## src/rtl/freq_pkg.sv

```systemverilog
// Shared FSM state type, widths and result codes for the frequency-gate sequencer.
package freq_pkg;

  typedef enum logic [2:0] {IDLE, GATE, LATCH, CONVERT, PUBLISH} state_e;

  localparam int unsigned BCD_W       = 16;
  localparam int unsigned BIN_W       = 14;
  localparam int unsigned CONV_CYCLES = 14;

  localparam logic [BCD_W-1:0] OVF_BLANK_CODE = 16'hFFFF;
  localparam logic [BCD_W-1:0] OVF_SAT_CODE   = 16'h9999;

  // One double-dabble correction step: add 3 to every nibble that is 5 or more.
  function automatic logic [BCD_W-1:0] bcd_adjust(input logic [BCD_W-1:0] bcd);
    logic [BCD_W-1:0] res;
    res = bcd;
    for (int i = 0; i < int'(BCD_W / 4); i++) begin
      if (bcd[4*i +: 4] >= 4'd5) res[4*i +: 4] = bcd[4*i +: 4] + 4'd3;
    end
    return res;
  endfunction

endpackage

```

## src/rtl/bin2bcd_serial.sv

```systemverilog
// Serial double-dabble: 14-bit binary to 4-digit packed BCD, fixed 14-cycle latency.
module bin2bcd_serial
  import freq_pkg::*;
(
  input  logic             i_clk,
  input  logic             i_rst,
  input  logic             i_start,
  input  logic [BIN_W-1:0] i_bin,
  output logic [BCD_W-1:0] o_bcd,
  output logic             o_done
);

  logic [BIN_W-1:0] r_bin;
  logic [BCD_W-1:0] r_bcd;
  logic [3:0]       r_cnt;
  logic             r_active;
  logic [BCD_W-1:0] w_adj;
  logic             w_last;

  assign w_adj  = bcd_adjust(r_bcd);
  assign w_last = r_active && (r_cnt == 4'(CONV_CYCLES - 1));

  always_ff @(posedge i_clk) begin
    if (i_rst) begin
      r_bin    <= '0;
      r_bcd    <= '0;
      r_cnt    <= '0;
      r_active <= 1'b0;
    end else if (i_start) begin
      r_bin    <= i_bin;
      r_bcd    <= '0;
      r_cnt    <= '0;
      r_active <= 1'b1;
    end else if (r_active) begin
      r_bcd <= {w_adj[BCD_W-2:0], r_bin[BIN_W-1]};
      r_bin <= {r_bin[BIN_W-2:0], 1'b0};
      r_cnt <= r_cnt + 4'd1;
      if (w_last) r_active <= 1'b0;
    end
  end

  // done marks the final shift cycle; o_bcd holds the result from the next cycle on.
  assign o_done = w_last;
  assign o_bcd  = r_bcd;

endmodule

```

## src/rtl/freq_gate_sequencer.sv

```systemverilog
// Gated edge counter with serial BCD conversion and one-cycle publish strobe.
// Build option OVERFLOW_BLANK_EN: overflow publishes 16'hFFFF instead of 16'h9999.
module freq_gate_sequencer
  import freq_pkg::*;
#(
  parameter int unsigned GATE_TICKS = 100000000,
  parameter int unsigned TICK_W     = 27,
  parameter int unsigned EDGE_W     = 17,
  parameter int unsigned MAX_DISP   = 9999
) (
  input  logic             CLK,
  input  logic             reset,
  input  logic             sig_in,
  input  logic             run,
  output logic [BCD_W-1:0] freq_bcd,
  output logic             freq_valid,
  output logic             overflow,
  output logic             busy
);

  localparam logic [EDGE_W-1:0] EDGE_MAX = '1;

  state_e            r_state, w_state_next;
  logic              r_sync1, r_sync2, r_prev;
  logic              w_edge_pulse;
  logic [TICK_W-1:0] r_tick;
  logic [EDGE_W-1:0] r_edge;
  logic              r_ovf_pend;
  logic              w_gate_last;
  logic              w_in_gate, w_start, w_publish;
  logic              w_conv_done;
  logic [BCD_W-1:0]  w_conv_bcd;
  logic [BCD_W-1:0]  w_ovf_code;
  logic [BCD_W-1:0]  r_freq_bcd;
  logic              r_freq_valid, r_overflow;

`ifdef OVERFLOW_BLANK_EN
  assign w_ovf_code = OVF_BLANK_CODE;
`else
  assign w_ovf_code = OVF_SAT_CODE;
`endif

  always_ff @(posedge CLK) begin
    if (reset) begin
      r_sync1 <= 1'b0;
      r_sync2 <= 1'b0;
      r_prev  <= 1'b0;
    end else begin
      r_sync1 <= sig_in;
      r_sync2 <= r_sync1;
      r_prev  <= r_sync2;
    end
  end

  assign w_edge_pulse = r_sync2 & ~r_prev;
  assign w_gate_last  = (r_tick == TICK_W'(GATE_TICKS - 1));

  always_ff @(posedge CLK) begin
    if (reset) r_state <= IDLE;
    else       r_state <= w_state_next;
  end

  always_comb begin
    w_state_next = r_state;
    case (r_state)
      IDLE:    if (run) w_state_next = GATE;
      GATE: begin
        if (!run)             w_state_next = IDLE;
        else if (w_gate_last) w_state_next = LATCH;
      end
      LATCH:   w_state_next = CONVERT;
      CONVERT: if (w_conv_done) w_state_next = PUBLISH;
      PUBLISH: w_state_next = run ? GATE : IDLE;
      default: w_state_next = IDLE;
    endcase
  end

  always_comb begin
    busy      = (r_state != IDLE);
    w_in_gate = (r_state == GATE);
    w_start   = (r_state == LATCH);
    w_publish = (r_state == PUBLISH);
  end

  // Counters run only inside the gate and sit at zero otherwise, so every gate starts clean.
  always_ff @(posedge CLK) begin
    if (reset) begin
      r_tick     <= '0;
      r_edge     <= '0;
      r_ovf_pend <= 1'b0;
    end else begin
      if (w_in_gate) begin
        r_tick <= r_tick + TICK_W'(1);
        if (w_edge_pulse && (r_edge != EDGE_MAX)) r_edge <= r_edge + EDGE_W'(1);
      end else begin
        r_tick <= '0;
        r_edge <= '0;
      end
      if (w_start) r_ovf_pend <= (r_edge > EDGE_W'(MAX_DISP));
    end
  end

  bin2bcd_serial u_bin2bcd (
    .i_clk   (CLK),
    .i_rst   (reset),
    .i_start (w_start),
    .i_bin   (r_edge[BIN_W-1:0]),
    .o_bcd   (w_conv_bcd),
    .o_done  (w_conv_done)
  );

  always_ff @(posedge CLK) begin
    if (reset) begin
      r_freq_bcd   <= '0;
      r_freq_valid <= 1'b0;
      r_overflow   <= 1'b0;
    end else begin
      r_freq_valid <= w_publish;
      if (w_publish) begin
        r_overflow <= r_ovf_pend;
        r_freq_bcd <= r_ovf_pend ? w_ovf_code : w_conv_bcd;
      end
    end
  end

  assign freq_bcd   = r_freq_bcd;
  assign freq_valid = r_freq_valid;
  assign overflow   = r_overflow;

endmodule
```

## config.mk

```make
export PLATFORM = sky130hd
export DESIGN_NAME = freq_gate_sequencer
export DESIGN_NICKNAME = d
export VERILOG_FILES = /design/src/rtl/freq_pkg.sv /design/src/rtl/bin2bcd_serial.sv /design/src/rtl/freq_gate_sequencer.sv
export SDC_FILE = /design/constraint.sdc
export NUM_CORES = 1
export LEC_CHECK = 0
export ABC_CLOCK_PERIOD_IN_PS = 3500
export BUFFER_PORTS_ARGS = -buffer_cell sky130_fd_sc_hd__buf_2
export CAP_MARGIN = 20
export CORE_MARGIN = 4
export CORE_UTILIZATION = 60
export DETAILED_ROUTE_END_ITERATION = 8
export GPL_TIMING_DRIVEN = 1
export PLACE_DENSITY = 0.78
export SETUP_SLACK_MARGIN = 0.2
export SLEW_MARGIN = 20
export SYNTH_ARGS = -nofsm -noshare
export SYNTH_HDL_FRONTEND = slang
export SYNTH_SLANG_ARGS = --single-unit
export TNS_END_PERCENT = 50
```

## constraint.sdc

```tcl
create_clock -name CLK -period 3.5 [get_ports CLK]
set_input_delay 0.35 -clock CLK [delete_from_list [all_inputs] [get_ports CLK]]
set_output_delay 0.35 -clock CLK [all_outputs]
set_load 0.01 [all_outputs]
```

# Word-level counts from Yosys, hierarchy flattened
# Index checks and enable logic that the tools add are counted.
# W data, S select, Z words.
# totals
input_bits,4
reg_bits,104
wordCells,63
out_inout_bits,19
# classes
add_sub_neg,7
muxes,16
magnitude_cmp,5
reduce_logical,8
bitwise,3
n_eq_ne,10
# op_table
cell,n
$mux W14,2
$add A27 B1 Y27 const B,1
$eq A27 B27 Y1 const B,1
$add A17 B1 Y17 const B,1
$gt A17 B14 Y1 const B,1
$ne A17 B17 Y1 const B,1
$ge A4 B3 Y1 const B,4
$mux W16,1
$mux W3,5
$pmux W3 S5,1
$add A4 B2 Y4 const B,3
$mux W4,3
$eq A3 B2 Y1 const B,2
$add A4 B1 Y4 const B,1
$eq A4 B4 Y1 const B,1
$mux W1,4
$reduce_or A2 Y1,2
$add A3 B2 Y3 const B,1
$eq A3 B1 Y1 const B,1
$eq A3 B3 Y1 const B,1
$logic_not A3 Y1,1
$ne A3 B3 Y1 const B,1
$reduce_and A3 Y1,1
$reduce_bool A3 Y1,1
6 further kinds,8

# Longest topological paths before layout
# Gate-level depths: netlist of run 1.
# depth
depth_word,5
ltp_mapped,11
ltp_nobuf,9

# Cells and area by module
# From an unflattened synthesis of run 1, not the netlist that was laid out.
# unflattened
cells_unflattened,568
hier_area_um2,4906.0
# modules_own_cells
mod,area_per_inst_um2,n_inst,seq_area_each_um2,cells_each
freq_gate_sequencer,2954.1,1,1381.3,349
bin2bcd_serial,1951.9,1,700.7,219

# Least setup slack after synthesis of run 1
# Ideal clock, no wire load.
# synth_path
path_type,reg-to-reg
from,reg r_edge[0]
to,reg r_edge[12]
setup_slack_ns,0.962
arrival_ns,2.468
stages_incl_launch_ff,12
path_buffers,2
setup_ns,0.070
synth_period_minus_slack_ns,2.538
t_required_ns,3.430
path_cell_list,dfxtp_1 > ha_1 > and2_1 > nand2_1 > nor4_1 > ha_1 > or3b_1 > buf_2 > or4_1 > buf_2 > or3_1 > a21oi_1
# synth_between
elab_chain_len,2
word_cells_on_any_way,3
classes_between,1 x add/sub; 1 x eq/ne; 1 x reduce/logical
# synth_lines
item,line,source
from (decl),freq_gate_sequencer.sv:27,logic [EDGE_W-1:0] r_edge;
from (signal assigned),freq_gate_sequencer.sv:94,if (w_edge_pulse && (r_edge != EDGE_MAX)) r_edge <= r_edge + EDGE_W'(1);
"parallel branches: the longest is 2 deep, another holds $add A17 B1 Y17",n/a,
# Parallel ways; which one is timed is not known.
# A chain may end at the register's enable or synchronous reset.

# Final worst setup path of run 1
# layout_path
from,reg r_edge[0]
to,reg r_edge[14]
# The elaborated chain is that of the path after synthesis.

==> metrics.md, run 1 <==
| Metric | Value |
|---|---|
| Outcome | completed |
| Commonest non-fill, non-tap cell in the layout | dfxtp_1 |
| # DRC | 0 |
| Worst slack at placement | 803 ps |
| Largest net degree at the start of global routing | 42 |
| Synth-to-Final Area Change | 7.18% |
| Setup bufs post-CTS | 0 |
| Number of global-route vias before repair | 3,596 |
| Cells after Synth | 552 |
| Hold WS | 191 ps |
| Worst VDD drop | 260 uV |
| Commonest non-fill, non-tap cells in the layout | dfxtp_1, nor2_1, nand2_1, a21oi_1, nor3_1 |
| FF/Latch Area | 0.00208 mm2 |
| Initial core utilization | 62.8% |
| WP data required | 3790 ps |
| Synth Area per Inst | 8.43 um2 |
| CP bufs+invs | 0 |
| Async S/R FF share, synth | 0% |
| Total gr overflow | 0 |
| CP arrival | 3030 ps |
| Worst hold path type | input port to flip-flop |
| Family with the most delay on the worst path | simple AND/OR/NAND/NOR gates |
| Total GRT Usage | 21.4% |
| Post-synthesis cell type count | 39 |
| Clock skew | 11.5 ps |
| Mapped Nets | 569 |
| Setup Viol. Count Final | 0 |
| Clock slew at reported path FFs | 90 ps |
| ANT cells | 0 |
| Initial DRC count | 133 |
| Drt pass-1 iters | 4 |
| Min cycle time layout | 2740 ps |
| WL final | 9370 um |
| Net load switching power | 0.450 mW |
| Max-cap violations | 0 |
| DP Wirelength | 6510 um |
| Final #Nets | 576 |
| Critical Path Sink Type | flip-flop |
| Worst path max stage delay | 570 ps |
| Num rows | 31 |
| Die W | 96.1 um |
| Clock Sinks | 104 |
| DIE HEIGHT | 96.1 um |
| Critical-path top delay cell | or4_1 |
| Detail Route Antenna Nets | 0 |
| Final hold violation count | 0 |
| H-tree depth | 3 |
| Sequential power share | 62.2% |
| Via count | 3,879 |
| Global-route wire length before repair | 15,600 um |
| Gp weighted congestion | 0.818 |
| Boundary pin count | 23 |
| Max_slew headroom | 42.3% |
| CP Launch Type | flip-flop |
| Core area | 0.00741 mm2 |
| Clk buf depth | 2 |
| Critical path class | flip-flop to flip-flop |
| Port Buf Inserts | 22 |
| Internal | 1.46 mW |
| Clk pwr share | 35.8% |
| Crit-path max FO | 9 |
| Drt wl/cell | 14.1 um |
| Initial antenna violation count | 0 |
| Sw Share | 23.6% |
| CTS buffer count | 9 |
| Combinational share of power | 1.9% |
| Filler cells | 623 |
| Post-synth EDFFs | 0 |
| YS warnings | 0 |
| Period utilization | 78.4% |
| Cell Chain, Critical Path | ha_1 > and2_1 > nand2_1 > nor4_1 > ha_1 > or3b_1 > or4_1 > or3_1 > a21oi_1 |
| Die Area | 0.00923 mm2 |
| Sequential area share after synthesis | 44.7% |
| Layout cells sized above 1 | 8.69% |
| Power Dens Cells | 383 mW/mm2 |
| FF+latch count, synth | 104 |
| TritonCTS clock tree | built |
| Clock network latency to the later pin of the worst-skew pair | 370 ps |
| Worst slew pin tran | 866 ps |
| Final core occ | 67.4% |
| Drt via density | 5.85 |
| Hold-fix buffers, CTS | 0 |
| Multi-input logic area | 0.00240 mm2 |
| Top FF cell, synth | dfxtp_1 |
| Slew Viols, Final | 0 |
| Setup TNS | 0 ps |
| RSZ-0062 raised after global routing | false |
| Final setup margin | 757 ps |
| CTS Root Buffer Type | clkbuf_8 |
| Most frequent CP cell | ha_1 |
| LEAKAGE | 1.64 nW |
| Resize count post-CTS | 0 |
| Mapped Area | 0.00466 mm2 |
| Fmax achieved | 0.365 GHz |
-- cells by family after synthesis --
logic type | Yosys count | synth area share [%]
AND/OR/NAND/NOR | 249 | 27.3
flip-flops | 104 | 44.7
adder cells (fa/ha/maj) | 13 | 3.49
AO/OA/AOI/OAI | 101 | 12.8
multiplexers | 16 | 3.44
buffers and inverters | 45 | 3.71
XOR/XNOR | 24 | 4.51
-- Yosys cell counts, types with 6 or more instances --
library cell / number / area share (%)
inv_1: 13 / 1.0
nand2_1: 51 / 4.1
dfxtp_1: 104 / 45
a211oi_1: 20 / 3.2
and3_1: 7 / 0.94
xnor2_1: 10 / 1.9
nand4_1: 14 / 1.9
a21oi_1: 42 / 4.5
nor3_1: 31 / 3.3
xor2_1: 14 / 2.6
o31ai_1: 6 / 0.97
o21ai_0: 20 / 2.2
or4_1: 7 / 1.1
nor2_1: 56 / 4.5
ha_1: 13 / 3.5
nor2b_1: 6 / 0.81
nand2b_1: 8 / 1.1
nand3_1: 24 / 2.6
mux2i_1: 16 / 3.4
clkbuf_1: 25 / 2.0
or3_1: 20 / 2.7
-- sequential cells by signal (all words and copies together), names as in the netlist --
| register | count |
|---|---|
| r_ovf_pend | 1 |
| u_bin2bcd.o_bcd | 16 |
| freq_valid | 1 |
| r_prev | 1 |
| u_bin2bcd.r_bin | 14 |
| r_sync2 | 1 |
| r_tick | 27 |
| overflow | 1 |
| r_sync1 | 1 |
| r_edge | 17 |
| u_bin2bcd.r_active | 1 |
| r_state | 3 |
| freq_bcd | 16 |
| u_bin2bcd.r_cnt | 4 |
-- worst register-to-register path: stages, from the launching register on --
cell and delay [ps]:
dfxtp_1 360, ha_1 240, and2_1 190, nand2_1 70, nor4_1 40, ha_1 190, or3b_1 480, or4_1 570
or3_1 370, a21oi_1 160
-- through the flow --
| stage | std cells | area, um2 | total power [mW] |
|---|---|---|---|
| finish | 663 | 4990 | 1.91 |
| global route | 663 | 4990 | 1.99 |
| floorplan | 552 | 4660 | 1.24 |
| CTS | 663 | 4990 | 1.93 |
| global placement | 647 | 4810 | 1.25 |
| detailed placement | 647 | 4810 | 1.25 |
-- power by group through the flow --
stage	Clock, mW	Combinational [mW]	Sequential, mW
6_report	0.684	0.0371	1.19
5_1_grt	0.756	0.0416	1.19
4_1_cts	0.708	0.0374	1.19
3_5_place_dp	0	0.0374	1.22
3_3_place_gp	0	0.0369	1.22
2_1_floorplan	0	0.0268	1.22
-- worst paths after layout --
check / from / end / slack (ps) / cells after the start
worst max-delay path: r_edge[0] / r_edge[14] / 760 / 9
worst min-delay path: sig_in / r_sync1 / 190 / 2
worst max register to register: r_edge[0] / r_edge[14] / 760 / 9
worst min register to register: r_sync1 / r_sync2 / 440 / 1
-- final cells by class --
| cell class | count | share of cell area (%) |
|---|---|---|
| Inverter | 14 | 1.05 |
| Sequential cell | 104 | 41.8 |
| Multi-Input combinational cell | 403 | 48.1 |
| Timing Repair Buffer | 27 | 2.96 |
| Tap cell | 99 | 2.48 |
| Clock buffer | 9 | 2.48 |
| Clock inverter | 7 | 1.15 |
-- layer usage --
metal  global-route usage [%]  part of all wire (%)  vias up
met4                     10.4                   1.7        0
met2                     36.1                    48       71
li1                         -                     -     1969
met3                     4.61                   3.7       13
met5                        0                     0        -
met1                     25.8                    46     1826
Power figures use the tool's default switching activity.
==> run 2: changes to the inputs <==
--- a/config.mk
+++ b/config.mk
@@ -5,7 +5,7 @@
 export SDC_FILE = /design/constraint.sdc
 export NUM_CORES = 1
 export LEC_CHECK = 0
-export ABC_CLOCK_PERIOD_IN_PS = 3500
+export ABC_CLOCK_PERIOD_IN_PS = 2600
 export BUFFER_PORTS_ARGS = -buffer_cell sky130_fd_sc_hd__buf_2
 export CAP_MARGIN = 20
 export CORE_MARGIN = 4
==> constraint.sdc (replaced) <==
create_clock -name CLK -period 2.6 [get_ports CLK]
set_input_delay 0.26 -clock CLK [delete_from_list [all_inputs] [get_ports CLK]]
set_output_delay 0.26 -clock CLK [all_outputs]
set_load 0.01 [all_outputs]
==> run 2 against run 1 <==
Compared with the run above:
- hold slack worse by 76 ps
- final cell count is 1.2% higher
- largest cell class unchanged
- via count is 0.70% higher
- highest routed layer unchanged
- non-clock buffer count is 8 higher
- count of clock-buffer cells in the layout is 3 higher
- sequential share of layout area is 1.2 points lower
- wire length is 2.2% higher
==> metrics.md, run 2 (synthesis results as in run 1) <==
| Metric | Value |
|---|---|
| CTS Root Buffer Type | clkbuf_8 |
| CP Launch Type | flip-flop |
| Setup TNS | 0 ps (unchanged) |
| Power Dens Cells | 539 mW/mm2 (+41%) |
| Number of global-route vias before repair | 3,626 (+0.83%) |
| Synth-to-Final Area Change | 10.7% |
| Final std cell area, no fill | 0.00516 mm2 (+3.3%) |
| RSZ-0062 raised after global routing | true |
| TritonCTS clock tree | built |
| Core area | 0.00741 mm2 (unchanged) |
| Initial core utilization | 62.8% (unchanged) |
| CTS buffer count | 9 (unchanged) |
| Slew Viols, Final | 0 (unchanged) |
| Port Buf Inserts | 22 (unchanged) |
| Reg with most FFs | r_tick |
| Max-cap violations | 0 (unchanged) |
| DIE HEIGHT | 96.1 um (unchanged) |
| Clk buf depth | 2 (unchanged) |
| Drt pass-1 iters | 4 (unchanged) |
| Worst hold path type | input port to flip-flop |
| Largest register FFs | 27 (unchanged) |
| Min cycle time layout | 2380 ps (-363 ps) |
| WL final | 9580 um (+2.2%) |
| # placed instances | 651 (+0.62%) |
| Total GRT Usage | 22.2% (+0.78 points) |
| Drt wl/cell | 14.3 um (+1.0%) |
| Placed instance area | 0.00486 mm2 (+1.0%) |
| Final #Nets | 584 (+1.4%) |
| Setup Viol. Count Final | 0 (unchanged) |
| Crit-path max FO | 4 (-5) |
| Drt via density | 5.82 (-0.50%) |
| Layout cells sized above 1 | 12.2% (+3.5 points) |
| Critical Path Sink Type | flip-flop |
| Finished Layout Cells | 671 (+1.2%) |
| Fmax achieved | 0.420 GHz (+15%) |
| Boundary pin count | 23 (unchanged) |
| Die W | 96.1 um (unchanged) |
| Commonest non-fill, non-tap cell in the layout | dfxtp_1 |
| Via count | 3,906 (+0.70%) |
| Power, Total | 2.78 mW (+45%) |
| Gp weighted congestion | 0.909 (+11%) |
| Initial DRC count | 218 (+64%) |
| Commonest non-fill, non-tap cells in the layout | dfxtp_1, nor2_1, nand2_1, a21oi_1, nor3_1 |
| Clock slew at reported path FFs | 90 ps (about the same) |
| Largest net degree at the start of global routing | 43 (+2.4%) |
| Clock skew | 8.96 ps (-2.50 ps) |
| Clock Sinks | 104 (unchanged) |
| ANT cells | 0 (unchanged) |
| CP arrival | 2650 ps (-380 ps) |
| DP Wirelength | 6450 um (-0.95%) |
| LEAKAGE | 1.71 nW (+4.6%) |
| Die Area | 0.00923 mm2 (unchanged) |
| Global-route wire length before repair | 16,300 um (+4.3%) |
| Worst VDD drop | 355 uV (+37%) |
| Period utilization | 91.6% (+13 points) |
| Outcome | completed |
| Total gr overflow | 0 (unchanged) |
| Worst slew pin tran | 866 ps (+0.689 ps) |
| Filler cells | 573 (-8.0%) |
| Max_slew headroom | 42.3% (-0.046 points) |
| WP data required | 2870 ps (-920 ps) |
| Final hold violation count | 0 (unchanged) |
| Critical path class | flip-flop to flip-flop |
| Num rows | 31 (unchanged) |
| # DRC | 0 (unchanged) |
| Detail Route Antenna Nets | 0 (unchanged) |
| Regs by FF count | r_tick x27, r_edge x17 |
| Clock network latency to the later pin of the worst-skew pair | 360 ps (about the same) |
| Initial antenna violation count | 0 (unchanged) |
| H-tree depth | 3 (unchanged) |
[run 2: routing by layer]
layer / vias up / global-route usage [%] / wire length [um]
li1: 2000 / - / -
met2: 74 / 37.3 / 4570
met1: 1823 / 28.5 / 4410
met3: 9 / 4.85 / 482
met4: 0 / 6.75 / 121
met5: - / 0 / 0
[run 2: timing repair]
action	CTS	global route
setup endpoints to repair	4	7
resized for setup	2	8
cloned	0	0
endpoints found under the hold margin	0	0
setup buffers	0	4
hold buffers	0	0
[run 2: worst paths after layout]
check	startpoint	to	slack (ps)	cells after the start
worst max-delay path	r_edge[0]	r_edge[9]	220	9
worst min-delay path	sig_in	r_sync1	110	2
worst max register to register	r_edge[0]	r_edge[9]	220	9
worst min register to register	freq_bcd[1]	freq_bcd[1]	450	2
[run 2: through the flow]
step                      hold slack, ps  util, %  setup slack [ps]
final                                115     69.6               220
after floorplan                      388        -               187
after global placement               436     65.6               213
after detailed placement             436     65.6               157
after global routing                 141     69.6               119
after CTS                           94.0     68.8               191
[run 2: power breakdown]
part	internal, mW	switching (mW)
Sequential	1.59	0.00392
Combinational	0.0155	0.0376
Clock	0.597	0.528
[run 2: cell type report]
cell class              instances  area, um2  area share [%]
clock buffers                  12        155            3.01
inverters                      14       52.6            1.02
clock inverters                 4       76.3            1.48
well taps                      99        124            2.40
flip-flops and latches        104       2090            40.5
multi-input cells             403       2450            47.5
repair buffers                 35        208            4.03
[run 2: worst max-delay path, stage by stage (launching register included)]
cell	delay (ps)
dfxtp_4	370
ha_4	150
and2_4	160
nand2_2	50
nor4_1	50
ha_2	190
or3b_4	410
or4_4	440
or3_1	320
a21oi_1	150
